File: config.mk
export PLATFORM = sky130hd
export DESIGN_NAME = rpn_exec
export DESIGN_NICKNAME = d
export VERILOG_FILES = /design/src/rtl/rpn_exec.sv
export SDC_FILE = /design/constraint.sdc
export NUM_CORES = 1
export LEC_CHECK = 0
export BUFFER_PORTS_ARGS = -buffer_cell sky130_fd_sc_hd__buf_4
export CAP_MARGIN = 40
export CELL_PAD_IN_SITES_DETAIL_PLACEMENT = 1
export CELL_PAD_IN_SITES_GLOBAL_PLACEMENT = 1
export CORE_AREA = 2 2 106 108
export CTS_CLUSTER_DIAMETER = 40
export DETAILED_ROUTE_END_ITERATION = 6
export DIE_AREA = 0 0 108 110
export GPL_TIMING_DRIVEN = 0
export PLACE_DENSITY = 0.95
export SETUP_SLACK_MARGIN = 0.4
export SLEW_MARGIN = 20
export SYNTH_ARGS = -nofsm -noshare
export SYNTH_HDL_FRONTEND = slang
export SYNTH_SLANG_ARGS = --single-unit
export TNS_END_PERCENT = 30
File: constraint.sdc
create_clock -name clk -period 13.5 [get_ports clk]
set_input_delay 0.675 -clock clk [delete_from_list [all_inputs] [get_ports clk]]
set_output_delay 0.675 -clock clk [all_outputs]
set_load 0.01 [all_outputs]
File: src/rtl/rpn_exec.sv
`default_nettype none
// ============================================================================
//  Module      : rpn_exec
//  Description : Stack-based byte-code executor fed by a 5-byte instruction
//                queue. Decodes one 1- or 2-byte instruction per cycle from
//                the queue head window. Executes 8-bit RPN arithmetic on a
//                small operand stack. Emits OUT values through a one-cycle
//                valid strobe. Holds a sticky error state until reset.
//  Ports       : clk, rst            - clock, synchronous active-high reset
//                win[15:0]           - queue head (win[15:8] opcode, [7:0] next)
//                win_valid, win_two  - one / two head bytes valid
//                take, take2         - retire request (1 or 2 bytes), comb.
//                result, result_valid- last OUT value and its strobe
//                err, err_code       - sticky error flag and cause
//                depth               - current stack occupancy
//  Revision    : 1.0 - initial release
// ============================================================================
module rpn_exec #(
    parameter int DEPTH = 4
) (
    input  logic        clk,
    input  logic        rst,
    input  logic [15:0] win,
    input  logic        win_valid,
    input  logic        win_two,
    output logic        take,
    output logic        take2,
    output logic [7:0]  result,
    output logic        result_valid,
    output logic        err,
    output logic [1:0]  err_code,
    output logic [2:0]  depth
);

    localparam logic [1:0] c_st_fetch = 2'd0;
    localparam logic [1:0] c_st_mul   = 2'd1;
    localparam logic [1:0] c_st_err   = 2'd2;

    localparam logic [7:0] c_op_nop  = 8'h00;
    localparam logic [7:0] c_op_push = 8'h01;
    localparam logic [7:0] c_op_add  = 8'h02;
    localparam logic [7:0] c_op_sub  = 8'h03;
    localparam logic [7:0] c_op_and  = 8'h04;
    localparam logic [7:0] c_op_or   = 8'h05;
    localparam logic [7:0] c_op_xor  = 8'h06;
    localparam logic [7:0] c_op_mul  = 8'h07;
    localparam logic [7:0] c_op_out  = 8'h08;
    localparam logic [7:0] c_op_dup  = 8'h09;

    localparam logic [1:0] c_code_illegal   = 2'd1;
    localparam logic [1:0] c_code_underflow = 2'd2;
    localparam logic [1:0] c_code_overflow  = 2'd3;

    localparam logic [2:0] c_depth_max = 3'(DEPTH);

    logic [1:0] r_state;
    logic [2:0] r_depth;
    logic [7:0] r_stk [DEPTH];
    logic [7:0] r_result;
    logic       r_result_valid;
    logic [1:0] r_err_code;
    logic [7:0] r_mcand;
    logic [7:0] r_mplier;
    logic [7:0] r_acc;
    logic [2:0] r_mul_cnt;

    logic [7:0] w_op;
    logic [7:0] w_imm;
    logic [7:0] w_top;
    logic [7:0] w_nxt;
    logic [7:0] w_alu;
    logic [7:0] w_acc_nxt;
    logic       w_take;
    logic       w_take2;
    logic [1:0] w_code;
    logic       w_err_set;
    logic       w_wr_en;
    logic [2:0] w_wr_idx;
    logic [7:0] w_wr_data;
    logic [2:0] w_depth_nxt;
    logic [1:0] w_state_nxt;
    logic       w_out_fire;
    logic       w_mul_start;

    assign w_op  = win[15:8];
    assign w_imm = win[7:0];

    // Top-of-stack (b) and next-of-stack (a) read ports. Compare-based
    // selection keeps the index width independent of DEPTH.
    always_comb begin
        w_top = '0;
        w_nxt = '0;
        for (int i = 0; i < DEPTH; i++) begin
            if (3'(i) == r_depth - 3'd1) w_top = r_stk[i];
            if (3'(i) == r_depth - 3'd2) w_nxt = r_stk[i];
        end
    end

    always_comb begin
        case (w_op)
            c_op_add: w_alu = w_nxt + w_top;
            c_op_sub: w_alu = w_nxt - w_top;
            c_op_and: w_alu = w_nxt & w_top;
            c_op_or:  w_alu = w_nxt | w_top;
            c_op_xor: w_alu = w_nxt ^ w_top;
            default:  w_alu = '0;
        endcase
    end

    // Shift-add step: the product on the last step is this value.
    assign w_acc_nxt = r_acc + (r_mplier[0] ? r_mcand : 8'h00);

    // Decode / next-state. The stack has a single write port: PUSH and DUP
    // write at depth, binary ops and MUL completion overwrite depth-2.
    always_comb begin
        w_take      = 1'b0;
        w_take2     = 1'b0;
        w_code      = 2'd0;
        w_err_set   = 1'b0;
        w_wr_en     = 1'b0;
        w_wr_idx    = '0;
        w_wr_data   = '0;
        w_depth_nxt = r_depth;
        w_state_nxt = r_state;
        w_out_fire  = 1'b0;
        w_mul_start = 1'b0;

        case (r_state)
            c_st_fetch: begin
                if (win_valid && !(w_op == c_op_push && !win_two)) begin
                    w_take  = 1'b1;
                    w_take2 = (w_op == c_op_push);

                    if (w_op > c_op_dup)
                        w_code = c_code_illegal;
                    else if (w_op >= c_op_add && w_op <= c_op_mul && r_depth < 3'd2)
                        w_code = c_code_underflow;
                    else if ((w_op == c_op_out || w_op == c_op_dup) && r_depth == 3'd0)
                        w_code = c_code_underflow;
                    else if ((w_op == c_op_push || w_op == c_op_dup) && r_depth == c_depth_max)
                        w_code = c_code_overflow;

                    if (w_code != 2'd0) begin
                        w_err_set   = 1'b1;
                        w_state_nxt = c_st_err;
                    end else begin
                        case (w_op)
                            c_op_push: begin
                                w_wr_en     = 1'b1;
                                w_wr_idx    = r_depth;
                                w_wr_data   = w_imm;
                                w_depth_nxt = r_depth + 3'd1;
                            end
                            c_op_add, c_op_sub, c_op_and, c_op_or, c_op_xor: begin
                                w_wr_en     = 1'b1;
                                w_wr_idx    = r_depth - 3'd2;
                                w_wr_data   = w_alu;
                                w_depth_nxt = r_depth - 3'd1;
                            end
                            c_op_mul: begin
                                w_mul_start = 1'b1;
                                w_state_nxt = c_st_mul;
                            end
                            c_op_out: begin
                                w_out_fire  = 1'b1;
                                w_depth_nxt = r_depth - 3'd1;
                            end
                            c_op_dup: begin
                                w_wr_en     = 1'b1;
                                w_wr_idx    = r_depth;
                                w_wr_data   = w_top;
                                w_depth_nxt = r_depth + 3'd1;
                            end
                            default: ;
                        endcase
                    end
                end
            end
            c_st_mul: begin
                // Operands stay on the stack during the multiply so depth
                // reads the pre-MUL value until the product replaces them.
                if (r_mul_cnt == 3'd7) begin
                    w_wr_en     = 1'b1;
                    w_wr_idx    = r_depth - 3'd2;
                    w_wr_data   = w_acc_nxt;
                    w_depth_nxt = r_depth - 3'd1;
                    w_state_nxt = c_st_fetch;
                end
            end
            default: ;
        endcase
    end

    always_ff @(posedge clk) begin
        if (rst) begin
            r_state        <= c_st_fetch;
            r_depth        <= '0;
            r_result       <= '0;
            r_result_valid <= 1'b0;
            r_err_code     <= '0;
            r_mcand        <= '0;
            r_mplier       <= '0;
            r_acc          <= '0;
            r_mul_cnt      <= '0;
            for (int i = 0; i < DEPTH; i++) r_stk[i] <= '0;
        end else begin
            r_state        <= w_state_nxt;
            r_depth        <= w_depth_nxt;
            r_result_valid <= w_out_fire;
            if (w_out_fire) r_result <= w_top;
            if (w_err_set) r_err_code <= w_code;
            if (w_wr_en) begin
                for (int i = 0; i < DEPTH; i++) begin
                    if (3'(i) == w_wr_idx) r_stk[i] <= w_wr_data;
                end
            end
            if (w_mul_start) begin
                r_mcand   <= w_nxt;
                r_mplier  <= w_top;
                r_acc     <= '0;
                r_mul_cnt <= '0;
            end else if (r_state == c_st_mul) begin
                r_acc     <= w_acc_nxt;
                r_mcand   <= {r_mcand[6:0], 1'b0};
                r_mplier  <= {1'b0, r_mplier[7:1]};
                r_mul_cnt <= r_mul_cnt + 3'd1;
            end
        end
    end

    // The queue must not retire anything on a reset edge.
    assign take         = w_take & ~rst;
    assign take2        = w_take2 & ~rst;
    assign result       = r_result;
    assign result_valid = r_result_valid;
    assign err          = (r_state == c_st_err);
    assign err_code     = r_err_code;
    assign depth        = r_depth;

endmodule
`default_nettype wire
==> flow_summary.json, run 1 <==
{
  "design.die.area_mm2": 0.01188,
  "max_stage_delay_ns": 0.61,
  "post_cts_hold_buffer_count": 0,
  "crit_path_top_delay_cell": "sky130_fd_sc_hd__a32oi_1",
  "setup.reg_to_reg.worst_slack_ns": 7.72,
  "num_antenna_cells": 0,
  "clkTransAtPathRegs_ns": 0.09,
  "cts.sinks": 75,
  "post-synth-top-count-cell": "sky130_fd_sc_hd__nor2_1",
  "setup.worst_path.class": "register to register",
  "floorplan.die.width_um": 108,
  "synth_enable_flop_cells": 32,
  "crit_required_ns": 13.60,
  "cellLeakagePower_nw": 2.350,
  "floorplan.rows": 38,
  "ys_ff_latch": 75,
  "drtPass1Iterations": 6,
  "crit_path_end_kind": "register",
  "grt_start_max_net_pins": 13,
  "fmax_ghz": 0.1729,
  "fp.coreArea_mm2": 0.01070,
  "origin_of_the_worst_setup_path": "depth[0]$_SDFFE_PP0P_",
  "cap_violations": 0,
  "timing.critical_path.from_type": "register",
  "mappedNetlistNets": 699,
  "synth_top_area_cell": "sky130_fd_sc_hd__edfxtp_1",
  "place_congestion": 0.9903,
  "nets": 747,
  "critical_path_arrival_ns": 5.89,
  "finalCritPeriodShare_pct": 42.84,
  "detail_route.vias_per_cell": 6.542,
  "die_h_um": 110,
  "multiInputGateArea_mm2": 0.003162,
  "worst_r2r_path_depth": 19,
  "rsz0062_at_grt": "no",
  "ctsResizeCount": 0,
  "clock_insertion_delay_worst_skew_ns": 0.38,
  "hpwlAfterDp_um": 13570,
  "highest_net_fanout_along_the_worst_path": 10,
  "tightestPinTransition_ns": 0.9802,
  "global_route.overflow_total": 0,
  "drc": 0,
  "path_buf_inv": 3,
  "syn2layout_area_growth_pct": 11.95,
  "cts_post_setup_buffers_inserted": 0,
  "final.setup_skew_ns": 0.02111,
  "startpoint_of_the_lowest_slack_hold_path": "r_acc[3]$_SDFFE_PP0P_",
  "min_delay_path_depth": 2,
  "vias": 5417,
  "worst_path_dominant_cell_family": "compound AO/OA/AOI/OAI gates",
  "worst_r2r_startpoint": "depth[0]$_SDFFE_PP0P_",
  "run_status": "finished, final reports clean",
  "post_synth_inst_count": 635,
  "grt_pass1_wl_um": 28200,
  "final_critical_path_time_including_i_o_delays_and_setup_ns": 5.784,
  "cts_max_level": 3,
  "grt.total_usage_pct": 31.50,
  "post_route_cells_drive_above_1_share_pct": 9.593,
  "floorplan.initialDensity_pct": 49.43,
  "cts-buffers-inserted": 9,
  "r2r_end": "r_stk[0][7]$_SDFFCE_PN0P_",
  "synth_sequential_area_ratio_pct": 34.45,
  "fin_total_pwr_mw": 0.5448,
  "power_density_mw_per_mm2": 92.04,
  "number_of_distinct_library_cell_variants_in_the_gate_level_netlist_after_synthesis": 62,
  "tns_ns": 0,
  "critPathMostFrequentCell": "sky130_fd_sc_hd__ha_1",
  "floorplan.io_pins": 37,
  "register_area_mm2": 0.001822,
  "finalWirelength_um": 18250,
  "final_core_area_utilization_pct": 55.33,
  "slew_violations": 0,
  "postSynthAreaPerCell_um2": 8.327,
  "netlist_top_cells_count": "86 x sky130_fd_sc_hd__nor2_1, 60 x sky130_fd_sc_hd__a21oi_1, 48 x sky130_fd_sc_hd__nand2_1, 43 x sky130_fd_sc_hd__dfxtp_1, 42 x sky130_fd_sc_hd__ha_1",
  "first_global_vias": 5466,
  "clk_path_buf_depth": 2,
  "async_flop_share_pct": 0,
  "synth_ff_type": "sky130_fd_sc_hd__dfxtp_1",
  "cts_tree": "done",
  "post_synth_main_area_contributors": "sky130_fd_sc_hd__edfxtp_1 18%, sky130_fd_sc_hd__dfxtp_1 16%, sky130_fd_sc_hd__ha_1 9.9%",
  "final_layout_fill_cell_count": 1331,
  "timing.hold.worst_endpoint": "r_acc[3]$_SDFFE_PP0P_",
  "slew_headroom_pct": 34.65,
  "hold_violations": 0,
  "drt-initial-drc-count": 621,
  "worst_hold_slack_ns": 0.4648,
  "route.antenna.remaining_nets": 0,
  "antenna_found_initial": 0,
  "route.detailed.wl_per_inst_um": 22.04,
  "vdd_drop_max_v": 0.00005577,
  "portBuffers": 34,
  "yosys_warnings": 0,
  "synth.cell_area_mm2": 0.005288,
  "min_path_type": "register to register",
  "synth_largest_type_area_fraction_pct": 18.17,
  "crit_path_cell_trace": "inv_1 > ha_1 > ha_1 > clkbuf_1 > nand2b_1 > a21oi_1 > a32oi_1 > ha_1 > nand2_1 > o21ai_0 > inv_1 > ha_1 > nor2b_1 > o21a_1 > o31a_1 > o41ai_1 > xnor2_1 > xnor2_1 > o41ai_1",
  "setup_viol": 0,
  "clockRootBuffer": "sky130_fd_sc_hd__clkbuf_8"
}
[registers in the layout, summed over array words and instances (netlist names)]
register	flops
err_code	2
r_stk	32
result	8
r_mul_cnt	3
r_state	2
r_acc	8
result_valid	1
r_mplier	8
depth	3
r_mcand	8
[per-layer routing]
layer / wire length, µm / vias to the layer above / part of all wire, % / GRT usage [%]
met2: 8916 / 264 / 49 / 53.59
met5: 0 / - / 0 / 0
met3: 1187 / 78 / 6.5 / 4.879
li1: - / 2415 / - / -
met1: 7255 / 2660 / 40 / 38.38
met4: 890 / 0 / 4.9 / 17.31
[cells by family after synthesis]
| family | Yosys count | synth area share (%) |
|---|---|---|
| xor+xnor | 19 | 3.147 |
| buf+inv | 75 | 5.750 |
| simple gates | 224 | 20.40 |
| compound gates | 195 | 24.99 |
| mux | 3 | 0.5679 |
| fa+ha+maj | 44 | 10.70 |
| flops | 75 | 34.45 |
[layout make-up]
type | instances | share of cell area (%)
multi-input cells | 485 | 53.41
flip-flops and latches | 75 | 30.78
repair buffers | 37 | 4.692
plain buffers | 42 | 3.044
well taps | 140 | 2.959
clock buffers | 14 | 2.811
inverters | 33 | 2.093
clock inverters | 2 | 0.2114
[cell usage in the layout, fill, tap and decap left out, drive strengths merged, types with 18 or more instances in the layout]
| cell type | instances |
|---|---|
| inv | 33 |
| nor2 | 86 |
| dfxtp | 43 |
| a221oi | 23 |
| ha | 42 |
| o21ai | 28 |
| a21oi | 60 |
| buf | 46 |
| and2 | 18 |
| clkbuf | 47 |
| nand2 | 48 |
| edfxtp | 32 |
[per-stage QoR]
step,area [µm²],setup WS (ns),instances
after detailed placement,5725,7.966,810
after global placement,5718,8.252,809
after global routing,5919,7.288,828
after CTS,5904,7.882,826
final,5919,7.716,828
after floorplan,5288,9.175,635
[tightest hold or removal path: stages (launching register included)]
cell and delay (ns):
sky130_fd_sc_hd__dfxtp_1 0.32, sky130_fd_sc_hd__nand2_1 0.05, sky130_fd_sc_hd__a21oi_1 0.05
[power by group]
group,leakage [nW],internal (mW),switching [mW]
clock,0.0901,0.0789,0.0883
sequential,0.677,0.240,0.00404
combinational,1.58,0.0487,0.0847
total,2.35,0.368,0.177
[worst max-delay path by stage]
stage	cells past startpoint	endpoint	slack (ns)
final	19	r_stk[0][7]$_SDFFCE_PN0P_	7.72
after global placement	19	r_stk[1][7]$_SDFFCE_PN0P_	8.25
after floorplan	19	r_stk[0][7]$_SDFFCE_PN0P_	9.17
after global routing	19	r_stk[0][7]$_SDFFCE_PN0P_	7.29
after detailed placement	19	r_stk[0][7]$_SDFFCE_PN0P_	7.97
after CTS	19	r_stk[1][7]$_SDFFCE_PN0P_	7.88
Note: power is estimated with default switching activity, not from simulation.
==> run 2, diff against run 1 <==
--- a/config.mk
+++ b/config.mk
@@ -9,12 +9,12 @@
 export CAP_MARGIN = 40
 export CELL_PAD_IN_SITES_DETAIL_PLACEMENT = 1
 export CELL_PAD_IN_SITES_GLOBAL_PLACEMENT = 1
-export CORE_AREA = 2 2 106 108
+export CORE_AREA = 2 2 116 118
 export CTS_CLUSTER_DIAMETER = 40
 export DETAILED_ROUTE_END_ITERATION = 6
-export DIE_AREA = 0 0 108 110
+export DIE_AREA = 0 0 118 120
 export GPL_TIMING_DRIVEN = 0
-export PLACE_DENSITY = 0.95
+export PLACE_DENSITY = 0.86
 export SETUP_SLACK_MARGIN = 0.4
 export SLEW_MARGIN = 20
 export SYNTH_ARGS = -nofsm -noshare
==> constraint.sdc (replaced) <==
create_clock -name clk -period 4.81 [get_ports clk]
set_input_delay 0.2405 -clock clk [delete_from_list [all_inputs] [get_ports clk]]
set_output_delay 0.2405 -clock clk [all_outputs]
set_load 0.01 [all_outputs]
==> run 2 against run 1 <==
Compared with the run above:
- clock power grew to 4.2 times the previous value
- worst hold slack worse by 0.19 ns
- fmax grew 37%
- sequential power increased to 2.8 times the previous value
- utilization decreased by 6.7 points
- power increased to 3.3 times the previous value
- largest cell class unchanged
- global-route usage down 4.8 points
- critical path type unchanged
- via count shrank 3.0%
- clock skew down 0.0097 ns
- critical endpoint unchanged
- non-clock buffer count up 9
- first-iteration DRC count decreased by 36%
==> flow_summary.json, run 2 (same netlist as run 1, synthesis figures left out) <==
{
  "drt-initial-drc-count": 398,
  "die_h_um": 120,
  "floorplan.die.width_um": 118,
  "global_route.overflow_total": 0,
  "largest_register": "r_stk",
  "cts-buffers-inserted": 9,
  "highest_net_fanout_along_the_worst_path": 10,
  "cts_max_level": 3,
  "vias": 5254,
  "worst_r2r_startpoint": "depth[0]$_SDFFE_PP0P_",
  "num_antenna_cells": 0,
  "clockRootBuffer": "sky130_fd_sc_hd__clkbuf_16",
  "startpoint_of_the_lowest_slack_hold_path": "rst",
  "fmax_ghz": 0.2366,
  "final.setup_skew_ns": 0.01139,
  "post_cts_hold_buffer_count": 0,
  "min_path_type": "input port to register",
  "cellLeakagePower_nw": 2.537,
  "tns_ns": 0,
  "cts_tree": "done",
  "clock_insertion_delay_worst_skew_ns": 0.35,
  "largest_register_ff_count": 32,
  "slew_violations": 0,
  "final_layout_fill_cell_count": 1539,
  "first_global_vias": 5344,
  "multiInputGateArea_mm2": 0.003304,
  "detail_route.vias_per_cell": 6.018,
  "pnr_worst_setup_slack_ns": 0.5842,
  "finalWirelength_um": 18380,
  "origin_of_the_worst_setup_path": "depth[0]$_SDFFE_PP0P_",
  "tightestPinTransition_ns": 0.8706,
  "setup.worst_path.class": "register to register",
  "cap_violations": 0,
  "hold_violations": 0,
  "floorplan.rows": 42,
  "drtPass1Iterations": 4,
  "register_area_mm2": 0.001829,
  "post-place-cells": 847,
  "design.die.area_mm2": 0.01416,
  "syn2layout_area_growth_pct": 19.40,
  "layout.cells.most_common_list": "86 x sky130_fd_sc_hd__nor2_1, 57 x sky130_fd_sc_hd__a21oi_1, 48 x sky130_fd_sc_hd__nand2_1",
  "final_common_cell": "sky130_fd_sc_hd__nor2_1",
  "fin_total_pwr_mw": 1.785,
  "place_congestion": 0.9541,
  "layout.cells.non_filler": 873,
  "nets": 756,
  "route.detailed.wl_per_inst_um": 21.06,
  "vdd_drop_max_v": 0.0001533,
  "timing.critical_path.from_type": "register",
  "cts.sinks": 75,
  "floorplan.initialDensity_pct": 40.74,
  "drc": 0,
  "floorplan.io_pins": 37,
  "route.antenna.remaining_nets": 0,
  "clkTransAtPathRegs_ns": 0.06,
  "portBuffers": 34,
  "power_density_mw_per_mm2": 282.7,
  "finalCritPeriodShare_pct": 87.85,
  "preCtsSetupSlack_ns": -0.6443,
  "crit_required_ns": 4.94,
  "antenna_found_initial": 0,
  "grt_pass1_wl_um": 29240,
  "critical_path_arrival_ns": 4.36,
  "setup.reg_to_reg.worst_slack_ns": 0.58,
  "run_status": "finished, final reports clean",
  "slew_headroom_pct": 41.84,
  "setup_viol": 0,
  "grt.total_usage_pct": 26.74,
  "grt_start_max_net_pins": 14,
  "hpwlAfterDp_um": 13910,
  "rsz0062_at_grt": "no",
  "clk_path_buf_depth": 2,
  "fp.coreArea_mm2": 0.01298,
  "post_route_cells_drive_above_1_share_pct": 15.21,
  "crit_path_end_kind": "register",
  "final_critical_path_time_including_i_o_delays_and_setup_ns": 4.226
}
==> run 2: changes by cell type in the layout (fill, tap and decap cells not counted), sizes merged <==
cell	change
bufinv	+1
clkbuf	-6
clkinv	+3
inv	+1
buf	+11
clkinvlp	-1
==> run 2: worst max-delay path, stage by stage (launching register included) <==
cell	delay, ns
sky130_fd_sc_hd__dfxtp_4	0.38
sky130_fd_sc_hd__inv_2	0.10
sky130_fd_sc_hd__ha_1	0.31
sky130_fd_sc_hd__clkbuf_2	0.23
sky130_fd_sc_hd__a21oi_1	0.18
sky130_fd_sc_hd__o21ai_1	0.12
sky130_fd_sc_hd__a32oi_2	0.29
sky130_fd_sc_hd__ha_1	0.28
sky130_fd_sc_hd__nand2_1	0.07
sky130_fd_sc_hd__o21ai_2	0.09
sky130_fd_sc_hd__inv_1	0.07
sky130_fd_sc_hd__ha_1	0.21
sky130_fd_sc_hd__nor2b_1	0.13
sky130_fd_sc_hd__o21a_1	0.20
sky130_fd_sc_hd__o31a_1	0.29
sky130_fd_sc_hd__o41ai_2	0.34
sky130_fd_sc_hd__xnor2_1	0.21
sky130_fd_sc_hd__xnor2_2	0.18
sky130_fd_sc_hd__o41ai_2	0.33
==> run 2: through the flow <==
step	hold WS [ns]	util (%)	area, µm²
after floorplan	0.4267	-	5288
after global placement	0.4390	44.40	5763
after detailed placement	0.4478	44.52	5778
after CTS	0.2493	47.63	6182
after global routing	0.2746	48.64	6314
final	0.2781	48.64	6314
==> run 2: what timing repair did <==
item / in CTS / in global routing
setup buffers: 2 / 5
gates resized for setup: 23 / 24
pin swaps: 3 / 8
endpoints found under the setup margin: 28 / 24
gates cloned: 0 / 0
==> run 2: worst paths after layout <==
path | end | depth (start not counted)
setup / recovery | r_stk[0][7]$_SDFFCE_PN0P_ | 18
hold / removal | r_acc[2]$_SDFFE_PP0P_ | 3
setup reg to reg | r_stk[0][7]$_SDFFCE_PN0P_ | 18
hold reg to reg | err_code[0]$_SDFFE_PP0P_ | 2
==> run 2: report_power, final <==
part           internal [mW]  switching (mW)  total, mW
clock                  0.416           0.279      0.695
combinational          0.159           0.246      0.405
sequential             0.675         0.00991      0.684
==> run 2: layout make-up <==
| class | count | share of cell area (%) |
|---|---|---|
| buffer | 42 | 3.072 |
| clock buffer | 10 | 3.785 |
| clock inverter | 6 | 0.9909 |
| inverter | 33 | 1.962 |
| multi-input combinational | 485 | 52.34 |
| sequential | 75 | 28.97 |
| tap | 176 | 3.488 |
| timing repair buffer | 46 | 5.390 |
==> run 2: metal layers <==
| metal | GRT usage, % | vias up | wire, µm |
|---|---|---|---|
| li1 | - | 2432 | - |
| met1 | 31.85 | 2610 | 7677 |
| met2 | 46.40 | 161 | 9181 |
| met3 | 5.656 | 51 | 831 |
| met4 | 11.90 | 0 | 691 |
| met5 | 0 | - | 0 |
